`src/rtl/store_buffer_ctrl.sv`:
```
// In-order store queue drained to data memory over req/gnt, with youngest-match
// store-to-load forwarding and a stall when a load only partially overlaps queued bytes.
module store_buffer_ctrl #(
  parameter int DEPTH  = 4,
  parameter int ADDR_W = 32,
  parameter int DATA_W = 32
) (
  input  logic                clk,
  input  logic                rst_n,
  input  logic                st_valid,
  output logic                st_ready,
  input  logic [ADDR_W-1:0]   st_addr,
  input  logic [DATA_W-1:0]   st_data,
  input  logic [DATA_W/8-1:0] st_strb,
  input  logic                ld_valid,
  input  logic [ADDR_W-1:0]   ld_addr,
  input  logic [DATA_W/8-1:0] ld_strb,
  output logic                ld_hit,
  output logic [DATA_W-1:0]   ld_data,
  output logic                ld_stall,
  output logic                mem_req,
  input  logic                mem_gnt,
  output logic [ADDR_W-1:0]   mem_addr,
  output logic [DATA_W-1:0]   mem_wdata,
  output logic [DATA_W/8-1:0] mem_wstrb,
  input  logic                fence_req,
  output logic                fence_done,
  output logic                sb_empty,
  output logic                dbg_state
);

  localparam int STRB_W = DATA_W / 8;
  localparam int PTR_W  = $clog2(DEPTH);
  localparam int CNT_W  = PTR_W + 1;
  localparam int WA_W   = ADDR_W - 2;

  typedef enum logic {
    S_IDLE = 1'b0,
    S_REQ  = 1'b1
  } drain_state_t;

  logic [WA_W-1:0]   ent_addr [DEPTH];
  logic [DATA_W-1:0] ent_data [DEPTH];
  logic [STRB_W-1:0] ent_strb [DEPTH];

  logic [PTR_W-1:0]  head;
  logic [PTR_W-1:0]  tail;
  logic [CNT_W-1:0]  count;
  drain_state_t      state;
  drain_state_t      state_next;
  logic              fence_active;
  logic              fence_fire;
  logic              push;
  logic              pop;
  logic              full;

  logic              match_found;
  logic              any_overlap;
  logic              full_cover;
  logic [PTR_W-1:0]  lk_idx;
  logic [DATA_W-1:0] y_data;
  logic [STRB_W-1:0] y_strb;
  logic [DATA_W-1:0] byte_mask;

  logic              unused_addr_lsbs;
  assign unused_addr_lsbs = ^{st_addr[1:0], ld_addr[1:0]};

  // Handshakes: a store transfers on a rising edge with st_valid && st_ready, a drain
  // write on a rising edge with mem_req && mem_gnt; mem_req and the head fields hold until gnt.
  assign full     = (count == CNT_W'(DEPTH));
  assign sb_empty = (count == '0);
  assign st_ready = !full && !fence_active;
  assign push     = st_valid && st_ready;
  assign pop      = (state == S_REQ) && mem_gnt;

  assign mem_addr  = {ent_addr[head], 2'b00};
  assign mem_wdata = ent_data[head];
  assign mem_wstrb = ent_strb[head];
  assign dbg_state = state;

  always_ff @(posedge clk or negedge rst_n) begin
    if (!rst_n) begin
      head  <= '0;
      tail  <= '0;
      count <= '0;
    end else begin
      if (push) tail <= tail + PTR_W'(1);
      if (pop)  head <= head + PTR_W'(1);
      case ({push, pop})
        2'b10:   count <= count + CNT_W'(1);
        2'b01:   count <= count - CNT_W'(1);
        default: count <= count;
      endcase
    end
  end

  always_ff @(posedge clk or negedge rst_n) begin
    if (!rst_n) begin
      for (int i = 0; i < DEPTH; i++) begin
        ent_addr[i] <= '0;
        ent_data[i] <= '0;
        ent_strb[i] <= '0;
      end
    end else if (push) begin
      ent_addr[tail] <= st_addr[ADDR_W-1:2];
      ent_data[tail] <= st_data;
      ent_strb[tail] <= st_strb;
    end
  end

  always_ff @(posedge clk or negedge rst_n) begin
    if (!rst_n) state <= S_IDLE;
    else        state <= state_next;
  end

  // A push into an empty queue raises mem_req on the very next cycle.
  always_comb begin
    state_next = state;
    mem_req    = 1'b0;
    case (state)
      S_IDLE: begin
        if (count != '0 || push) state_next = S_REQ;
      end
      S_REQ: begin
        mem_req = 1'b1;
        if (mem_gnt && count <= CNT_W'(1) && !push) state_next = S_IDLE;
      end
      default: state_next = S_IDLE;
    endcase
  end

  // Fence completes one cycle after a cycle that saw the queue empty with nothing arriving.
  assign fence_fire = (fence_active || fence_req) && (count == '0) && !push;

  always_ff @(posedge clk or negedge rst_n) begin
    if (!rst_n) begin
      fence_active <= 1'b0;
      fence_done   <= 1'b0;
    end else begin
      fence_done <= fence_fire;
      if (fence_fire)     fence_active <= 1'b0;
      else if (fence_req) fence_active <= 1'b1;
    end
  end

  // Walk oldest to youngest so the last match seen is the youngest one.
  always_comb begin
    match_found = 1'b0;
    any_overlap = 1'b0;
    lk_idx      = '0;
    y_data      = '0;
    y_strb      = '0;
    for (int k = 0; k < DEPTH; k++) begin
      lk_idx = head + PTR_W'(k);
      if (CNT_W'(k) < count && ent_addr[lk_idx] == ld_addr[ADDR_W-1:2]) begin
        match_found = 1'b1;
        y_data      = ent_data[lk_idx];
        y_strb      = ent_strb[lk_idx];
        if ((ent_strb[lk_idx] & ld_strb) != '0) any_overlap = 1'b1;
      end
    end
  end

  always_comb begin
    byte_mask = '0;
    for (int b = 0; b < STRB_W; b++) begin
      byte_mask[8*b +: 8] = {8{ld_strb[b]}};
    end
  end

  assign full_cover = match_found && ((y_strb & ld_strb) == ld_strb);
  assign ld_hit     = ld_valid && full_cover;
  assign ld_stall   = ld_valid && !full_cover && any_overlap;
  assign ld_data    = ld_hit ? (y_data & byte_mask) : '0;

endmodule
```
`config.mk`:
```
export PLATFORM = sky130hd
export DESIGN_NAME = store_buffer_ctrl
export DESIGN_NICKNAME = d
export VERILOG_FILES = /design/src/rtl/store_buffer_ctrl.sv
export SDC_FILE = /design/constraint.sdc
export NUM_CORES = 1
export LEC_CHECK = 0
export ABC_AREA = 0
export CAP_MARGIN = 20
export CORE_MARGIN = 5
export CORE_UTILIZATION = 53
export DETAILED_ROUTE_END_ITERATION = 7
export PLACE_DENSITY = 0.75
export SYNTH_ARGS = -nofsm -noshare
export SYNTH_HDL_FRONTEND = slang
export SYNTH_SLANG_ARGS = --single-unit
```
`constraint.sdc`:
```
create_clock -name clk -period 5.3 [get_ports clk]
set_clock_uncertainty 0.15 [all_clocks]
set_input_delay 1.325 -clock clk [delete_from_list [all_inputs] [get_ports clk]]
set_output_delay 1.325 -clock clk [all_outputs]
set_load 0.02 [all_outputs]
```
==> results of run 1 <==
[report_power, final]
group          internal, uW  switching (uW)  total, uW
Combinational          6580            6360      12900
Sequential             3140             864       4000
Clock                  1520             908       2430
[per-layer routing]
layer,global-route usage,share of wire,vias to the layer above
met3,0.0568,0.074,161
li1,-,-,7759
met2,0.539,0.48,766
met4,0.115,0.040,0
met5,0,0,-
met1,0.427,0.40,8749
[critical path, delay by kind of cell, from the launching register on]
family	cells	cell delay, ns
compound gates	5	0.89
buf+inv	8	1.36
flops	1	0.50
mux	2	0.53
simple gates	3	0.90
[stage by stage]
| step | setup TNS (ns) | power (uW) | setup WS [ns] | cell area (um^2) | instances |
|---|---|---|---|---|---|
| global route | -30.27 | 20400 | -0.980 | 27400 | 2797 |
| global placement | -52.80 | 15500 | -1.58 | 25000 | 2685 |
| finish | -27.27 | 19400 | -0.903 | 27400 | 2798 |
| floorplan | -2.18 | 10800 | -0.146 | 20300 | 1813 |
| detailed placement | -52.63 | 15800 | -1.58 | 25000 | 2685 |
| CTS | -26.60 | 18900 | -0.904 | 27100 | 2786 |
[final timing paths]
check / depth (start not counted) / startpoint / end
worst max-delay path: 18 / head[1]$_DFFE_PN0P_ / ld_data[19]
worst max register to register: 7 / count[0]$_DFFE_PN0P_ / ent_data[57]$_DFFE_PN0P_
worst min register to register: 1 / ent_data[116]$_DFFE_PN0P_ / ent_data[116]$_DFFE_PN0P_
min in group asynchronous: 1 / rst_n / ent_data[55]$_DFFE_PN0P_
worst min-delay path: 1 / ent_data[116]$_DFFE_PN0P_ / ent_data[116]$_DFFE_PN0P_
max in group asynchronous: 2 / rst_n / head[1]$_DFFE_PN0P_
[cells in the mapped netlist, types with 29 or more instances]
cell type | number | area share
a21oi_1 | 124 | 0.031
clkbuf_1 | 88 | 0.017
dfrtp_1 | 274 | 0.35
mux2_2 | 341 | 0.19
mux2i_1 | 186 | 0.094
mux4_2 | 53 | 0.060
nand2_1 | 68 | 0.013
nor2_1 | 118 | 0.022
o211ai_1 | 33 | 0.012
o21ai_0 | 64 | 0.016
o221ai_1 | 30 | 0.013
xnor2_1 | 86 | 0.038
xor2_1 | 29 | 0.013
[flip-flops by register name, summed over array words and instances (netlist names)]
signal	count
ent_data	128
fence_done	1
dbg_state	1
count	3
ent_addr	120
head	2
fence_active	1
ent_strb	16
tail	2
[repair_timing]
item                       4_1_cts  5_1_grt
gates cloned                     4        1
gates resized for setup        320       41
pin swaps                       38       21
setup endpoints to repair       34       50
setup buffers                   42       10
[area by class of cell]
cell class                      count  area, um^2
Multi-Input combinational cell   1353       13100
Fill cell                        2426        9370
Sequential cell                   274        6860
Timing Repair Buffer              621        5620
Clock buffer                       50        1050
Tap cell                          468         586
Clock inverter                      8         120
Inverter                           22        92.6
Antenna cell                        2        5.00
[kinds of logic after synthesis]
family / Yosys count / share of synthesized area
flops: 274 / 0.346
fa+ha+maj: 9 / 0.00567
xor+xnor: 115 / 0.0508
simple gates: 295 / 0.0713
mux: 581 / 0.348
compound gates: 351 / 0.133
buf+inv: 186 / 0.0460
other cells: 1 / 0.000189
==> impl_metrics.json, run 1 <==
{
  "outcome": "finished, violations left",
  "violations": "setup timing",
  "grt_pass1_vias": 18200,
  "drcViolationCount": 0,
  "rsz0062_at_grt": "true",
  "drive_gt1_frac": 0.445,
  "htree_num_levels": 2,
  "row_count": 70,
  "synthDistinctLibCells": 77,
  "die_x_um": 204,
  "worstPathMaxFanout": 7,
  "cts_buffer_depth": 3,
  "worstSetupPathType": "reg -> out",
  "arrival_ns": 4.73,
  "overflow": 0,
  "wl_mm": 68.2,
  "cp_common_cell": "buf_4",
  "die-area_um2": 41400,
  "period_minus_slack_ns": 6.20,
  "drt_first_iter_violations": 1225,
  "clkLatencyLatePin_ns": 0.54,
  "critPathLaunchType": "flip-flop",
  "gp_routability_congestion": 0.989,
  "min_path_type": "reg -> reg",
  "setup_viol": 34,
  "dr_total_vias": 17400,
  "cts_made_buffers": 34,
  "cp.required_ns": 3.83,
  "slowest_stage": "dfrtp_4",
  "start_util": 0.539,
  "routed_via_density": 6.23,
  "slew-limit-headroom": 0.329,
  "syn_avg_cell_area_um2": 11.0,
  "power.leakage_uw": 0.0118,
  "fin_crit_sh": 1.17,
  "grt_pass1_wl_mm": 105,
  "dieHeight_um": 204,
  "clkSlewWorstSetupHoldPaths_ns": 0.06,
  "layout_common_cells": "376 x buf_4, 340 x mux2_2, 272 x dfrtp_1",
  "cts.sinks": 274,
  "ys_ff_latch": 274,
  "pin_count": 217,
  "wire_per_inst_um": 24.4,
  "drt-pass1-iter-count": 6,
  "cp_cell_sequence": "buf_12, buf_4, mux2i_1, buf_4, mux2i_2, nor4b_2, o221ai_4, buf_6, and4bb_2, a21oi_2, buf_4, o31a_1, a22oi_2, nand4_4, buf_12, buf_12, a2111oi_4, buf_4",
  "ys_seq_area_frac": 0.346,
  "yosysWarnings": 0,
  "io_buffer_count": 210,
  "worst-slew-pin-transition_ns": 1.01,
  "netlist_area_um2": 19800,
  "fin_ws_ns": -0.903,
  "crit_path_max_incr_delay_ns": 0.50,
  "root_buffer": "clkbuf_16",
  "holdWs_ns": 0.371,
  "drv_slew": 0,
  "antenna_left": 0,
  "synth_edf_count": 0,
  "power.density_nw_per_um2": 707,
  "syn_to_final_growth_pct": 38.1,
  "ir_drop_mv": 0.557,
  "ys.flop_type": "dfrtp_1",
  "synthCells": 1812,
  "dp_hpwl_mm": 48.1,
  "ys_async_sr_fraction": 1.00,
  "mostFrequentLayoutCell": "buf_4",
  "antenna_found_initial": 2,
  "final_util": 0.745,
  "grt.total_usage": 0.323,
  "maxCapViolations": 0,
  "grt_max_degree": 114,
  "cts_tree": "built",
  "finalHoldViolCount": 0,
  "cp-end-kind": "output pin",
  "fmax_ghz": 0.161,
  "core_um2": 36800,
  "postCtsHoldBufs": 0,
  "rrSetupSlack_ns": 2.15,
  "finalNetCount": 2425
}
Note: power is estimated with default switching activity, not from simulation.
==> run 2: changes to the inputs <==
Settings changed: PLACE_DENSITY 0.75 to default, PLACE_DENSITY_LB_ADDON from default to 0.08.
==> impl_metrics.json, run 2 (synthesis results as in run 1) <==
{
  "violations": "setup timing",
  "worst-slew-pin-transition_ns": 0.988,
  "dr_total_vias": 17400,
  "drv_slew": 0,
  "rsz0062_at_grt": "true",
  "regMostFlops": "ent_data",
  "intPower_uw": 11500,
  "row_count": 70,
  "clkSlewWorstSetupHoldPaths_ns": 0.06,
  "postCtsHoldBufs": 0,
  "dp_hpwl_mm": 46.9,
  "setup_viol": 34,
  "outcome": "finished, violations left",
  "final_design_area_no_fill_um2": 27800,
  "power.leakage_uw": 0.0120,
  "hold_start": "ent_data[111]$_DFFE_PN0P_",
  "switchingPower_uw": 8010,
  "grt_pass1_vias": 17600,
  "cts.sinks": 274,
  "gp_routability_congestion": 1.02,
  "min_to": "ent_data[111]$_DFFE_PN0P_",
  "grt_pass1_wl_mm": 102,
  "finalNetCount": 2459,
  "worstPathMaxFanout": 5,
  "arrival_ns": 4.73,
  "wire_per_inst_um": 23.6,
  "clkLatencyLatePin_ns": 0.55,
  "r2r_cells": 8,
  "dpl-instance-area_um2": 25200,
  "cts_tree": "built",
  "cp-end-kind": "output pin",
  "wl_mm": 66.8,
  "worstHoldPathCells": 1,
  "drt-pass1-iter-count": 6,
  "fin_crit_sh": 1.17,
  "grt.total_usage": 0.313,
  "dp_cells": 2712,
  "antenna_found_initial": 5,
  "clockPowerShare": 0.125,
  "slew-limit-headroom": 0.341,
  "routed_via_density": 6.14,
  "fmax_ghz": 0.161,
  "drt_first_iter_violations": 1220,
  "drive_gt1_frac": 0.454,
  "combPwrFrac": 0.673,
  "antenna_left": 0,
  "cts_buffer_depth": 3,
  "root_buffer": "clkbuf_16",
  "reg_top3": "ent_data: 128 flops, ent_addr: 120 flops, ent_strb: 16 flops",
  "r2r_start": "count[0]$_DFFE_PN0P_",
  "cp.required_ns": 3.83,
  "overflow": 0,
  "pwr-share-seq": 0.202,
  "die_x_um": 204,
  "drcViolationCount": 0,
  "power.density_nw_per_um2": 701,
  "ir_drop_mv": 0.473,
  "period_minus_slack_ns": 6.21,
  "layout_common_cells": "407 x buf_4, 341 x mux2_2, 272 x dfrtp_1",
  "largest_register_ffs": 128,
  "p_sw_frac": 0.411,
  "start_util": 0.539,
  "fin_ws_ns": -0.906,
  "io_buffer_count": 210,
  "syn_to_final_growth_pct": 40.1,
  "die-area_um2": 41400,
  "grt_max_degree": 108,
  "min_path_type": "reg -> reg",
  "rrSetupSlack_ns": 2.11,
  "stdcell_count": 2833,
  "worstSetupPathType": "reg -> out",
  "pin_count": 217,
  "mostFrequentLayoutCell": "buf_4",
  "r2r_end": "ent_addr[92]$_DFFE_PN0P_",
  "cts_made_buffers": 35,
  "htree_num_levels": 2,
  "maxCapViolations": 0,
  "finalHoldViolCount": 0,
  "core_um2": 36800,
  "dieHeight_um": 204,
  "critPathLaunchType": "flip-flop"
}
run 2: cell count changes in the layout (fill, tap and decap cells not counted), sizes merged, moves of 2 or more:
cell / previous run / this run
buf: 445 / 476
bufinv: 3 / 5
dlygate4sd2: 21 / 14
dlymetal6s2s: 1 / 5
diode: 2 / 4
run 2: worst max-delay path, stage by stage, from the launching register on:
cell and delay, ns:
dfrtp_4 0.51, buf_12 0.17, buf_8 0.12, mux4_2 0.52, xnor2_2 0.17, buf_4 0.15
nand4_1 0.18, nor4_2 0.30, buf_4 0.17, nand4bb_1 0.16, o21ai_1 0.37, nor3_4 0.09
a2111oi_4 0.27, nand4_4 0.16, buf_12 0.19, buf_12 0.14, buf_8 0.12, a211oi_4 0.21
buf_6 0.15
run 2: power groups by stage:
stage	Clock [uW]	Combinational, uW	Sequential (uW)
finish	2430	13100	3940
global route	2570	13900	4080
CTS	2480	12500	3900
detailed placement	0	12000	3940
global placement	0	11900	3850
floorplan	0	7080	3760
run 2: how the worst max path moves through the flow:
| stage | cells after the start | end | start |
|---|---|---|---|
| global placement | 14 | ld_data[30] | ld_addr[8] |
| finish | 18 | ld_data[0] | head[1]$_DFFE_PN0P_ |
| CTS | 18 | ld_data[9] | head[1]$_DFFE_PN0P_ |
| detailed placement | 14 | ld_data[8] | ld_addr[8] |
| global route | 17 | ld_data[25] | head[1]$_DFFE_PN0P_ |
| floorplan | 12 | ld_data[30] | ld_addr[9] |
run 2: metrics by stage:
step,total power [uW],setup WS [ns],util,TNS [ns],hold WS [ns]
after global placement,15700,-1.65,0.685,-53.20,0.351
after detailed placement,16000,-1.71,0.685,-54.33,0.360
after global routing,20500,-1.04,0.755,-31.46,0.388
after CTS,18900,-0.940,0.736,-28.89,0.374
after floorplan,10800,-0.146,-,-2.18,0.338
final,19500,-0.906,0.756,-27.75,0.369
run 2: what timing repair did:
action                     4_1_cts  5_1_grt
gates cloned                     3        4
pin swaps                       32       51
setup endpoints to repair       34       34
gates resized for setup        284       96
setup buffers                   32       26
run 2: final cells by class:
type / count / area (um^2)
Inverter: 22 / 92.6
Clock buffer: 46 / 967
Tap cell: 468 / 586
Multi-Input combinational cell: 1353 / 13100
Clock inverter: 12 / 194
Timing Repair Buffer: 654 / 6000
Antenna cell: 4 / 10.0
Fill cell: 2567 / 8990
Sequential cell: 274 / 6860
run 2: per-layer routing:
| layer | track usage | vias up | routed length (um) |
|---|---|---|---|
| met5 | 0 | - | 25 |
| met4 | 0.0901 | 4 | 1940 |
| met3 | 0.0587 | 148 | 4680 |
| met2 | 0.498 | 646 | 31000 |
| met1 | 0.440 | 8737 | 29100 |
| li1 | - | 7851 | - |
==> run 3: changes to the inputs <==
Settings changed: GPL_ROUTABILITY_DRIVEN from default to 0.
==> impl_metrics.json, run 3 (synthesis results as in run 1) <==
{
  "mostFrequentLayoutCell": "buf_4",
  "wl_mm": 63.7,
  "power.density_nw_per_um2": 696,
  "clkLatencyLatePin_ns": 0.52,
  "cp-end-kind": "output pin",
  "antenna_found_initial": 7,
  "rsz0062_at_grt": "true",
  "power.leakage_uw": 0.0117,
  "clkSlewWorstSetupHoldPaths_ns": 0.05,
  "pre_cts_ws_ns": -1.41,
  "cts.sinks": 274,
  "io_buffer_count": 210,
  "drt_first_iter_violations": 1308,
  "layout_common_cells": "381 x buf_4, 341 x mux2_2, 272 x dfrtp_1",
  "drive_gt1_frac": 0.436,
  "critPathBufInv": 7,
  "setup_viol": 34,
  "reg_top3": "ent_data: 128 flops, ent_addr: 120 flops, ent_strb: 16 flops",
  "period_minus_slack_ns": 6.03,
  "wire_per_inst_um": 22.9,
  "min_path_type": "reg -> reg",
  "routed_via_density": 6.13,
  "cts_made_buffers": 34,
  "slew-limit-headroom": 0.261,
  "finalHoldViolCount": 0,
  "grt_pass1_wl_mm": 99.3,
  "fmax_ghz": 0.166,
  "row_count": 70,
  "worst-slew-pin-transition_ns": 1.11,
  "regMostFlops": "ent_data",
  "fin_setup_tns_ns": -22.45,
  "crit_path_max_incr_delay_ns": 0.33,
  "postCtsHoldBufs": 0,
  "drv_slew": 0,
  "die-area_um2": 41400,
  "dr_total_vias": 17100,
  "fin_crit_sh": 1.14,
  "arrival_ns": 4.56,
  "cp.required_ns": 3.83,
  "core_um2": 36800,
  "cts_tree": "built",
  "grt_pass1_vias": 17400,
  "cts_buffer_depth": 3,
  "finalNetCount": 2412,
  "start_util": 0.539,
  "ir_drop_mv": 0.482,
  "cp_cell_sequence": "dlygate4sd2_1, buf_4, xnor2_1, a211oi_1, a31oi_1, nor4_4, buf_4, and4_2, buf_12, and3_4, a2111oi_4, nand4_4, buf_12, buf_16, a2111oi_4, buf_4",
  "dp_hpwl_mm": 45.8,
  "antenna_left": 0,
  "largest_register_ffs": 128,
  "die_x_um": 204,
  "dieHeight_um": 204,
  "drcViolationCount": 0,
  "cpLargestDelayFamily": "buffers and inverters",
  "cp_common_cell": "buf_4",
  "stdcell_count": 2784,
  "drt-pass1-iter-count": 5,
  "critPathLaunchType": "input port",
  "violations": "setup timing",
  "worstSetupPathType": "in -> out",
  "worstPathMaxFanout": 21,
  "grt.total_usage": 0.301,
  "syn_to_final_growth_pct": 35.9,
  "fin_ws_ns": -0.731,
  "root_buffer": "clkbuf_16",
  "grt_max_degree": 127,
  "maxCapViolations": 0,
  "pin_count": 217,
  "dp_cells": 2691,
  "final_design_area_no_fill_um2": 27000,
  "dpl-instance-area_um2": 25000,
  "slowest_stage": "a2111oi_4",
  "overflow": 0,
  "htree_num_levels": 2,
  "outcome": "finished, violations left"
}
## run 3: final cells by class
cell class	instances	area, um^2
well taps	468	586
fillers	2636	9820
clock buffers	48	1000
diodes	3	7.51
repair buffers	608	5440
multi-input cells	1353	12900
flip-flops and latches	274	6860
inverters	22	92.6
clock inverters	8	71.3
## run 3: timing repair
item,4_1_cts,5_1_grt
buffers inserted,25,5
gates resized for setup,273,47
gates cloned,3,1
setup endpoints to repair,57,57
pin swaps,25,15
## run 3: worst paths after layout
check                                    startpoint                        to  slack, ns  cells past startpoint
setup reg to reg               count[0]$_DFFE_PN0P_   ent_addr[1]$_DFFE_PN0P_       2.12                      8
hold reg to reg            ent_strb[15]$_DFFE_PN0P_  ent_strb[15]$_DFFE_PN0P_       0.37                      1
hold / removal             ent_strb[15]$_DFFE_PN0P_  ent_strb[15]$_DFFE_PN0P_       0.37                      1
min in group asynchronous                     rst_n   ent_addr[3]$_DFFE_PN0P_       0.70                      1
setup / recovery                        ld_addr[10]               ld_data[25]      -0.73                     16
max in group asynchronous                     rst_n  ent_data[68]$_DFFE_PN0P_       3.24                      2
## run 3: metal layers
layer  global-route usage  part of all wire
met1                0.426              0.43
met3               0.0542             0.068
met5                    0           0.00096
met2                0.474              0.46
met4               0.0952             0.034
## run 3: power breakdown
part / switching, uW / leakage, uW / total, uW / internal, uW
logic: 6100 / 0.00777 / 12600 / 6490
clock network: 887 / 0.000533 / 2250 / 1360
registers: 795 / 0.00336 / 3930 / 3140
total: 7790 / 0.0117 / 18800 / 11000
## run 3: metrics by stage
step / hold slack, ns / utilization / total power [uW]
2_1_floorplan: 0.338 / - / 10800
4_1_cts: 0.369 / 0.725 / 18400
3_5_place_dp: 0.357 / 0.679 / 15800
5_1_grt: 0.385 / 0.733 / 19800
6_report: 0.366 / 0.733 / 18800
3_3_place_gp: 0.352 / 0.679 / 15500
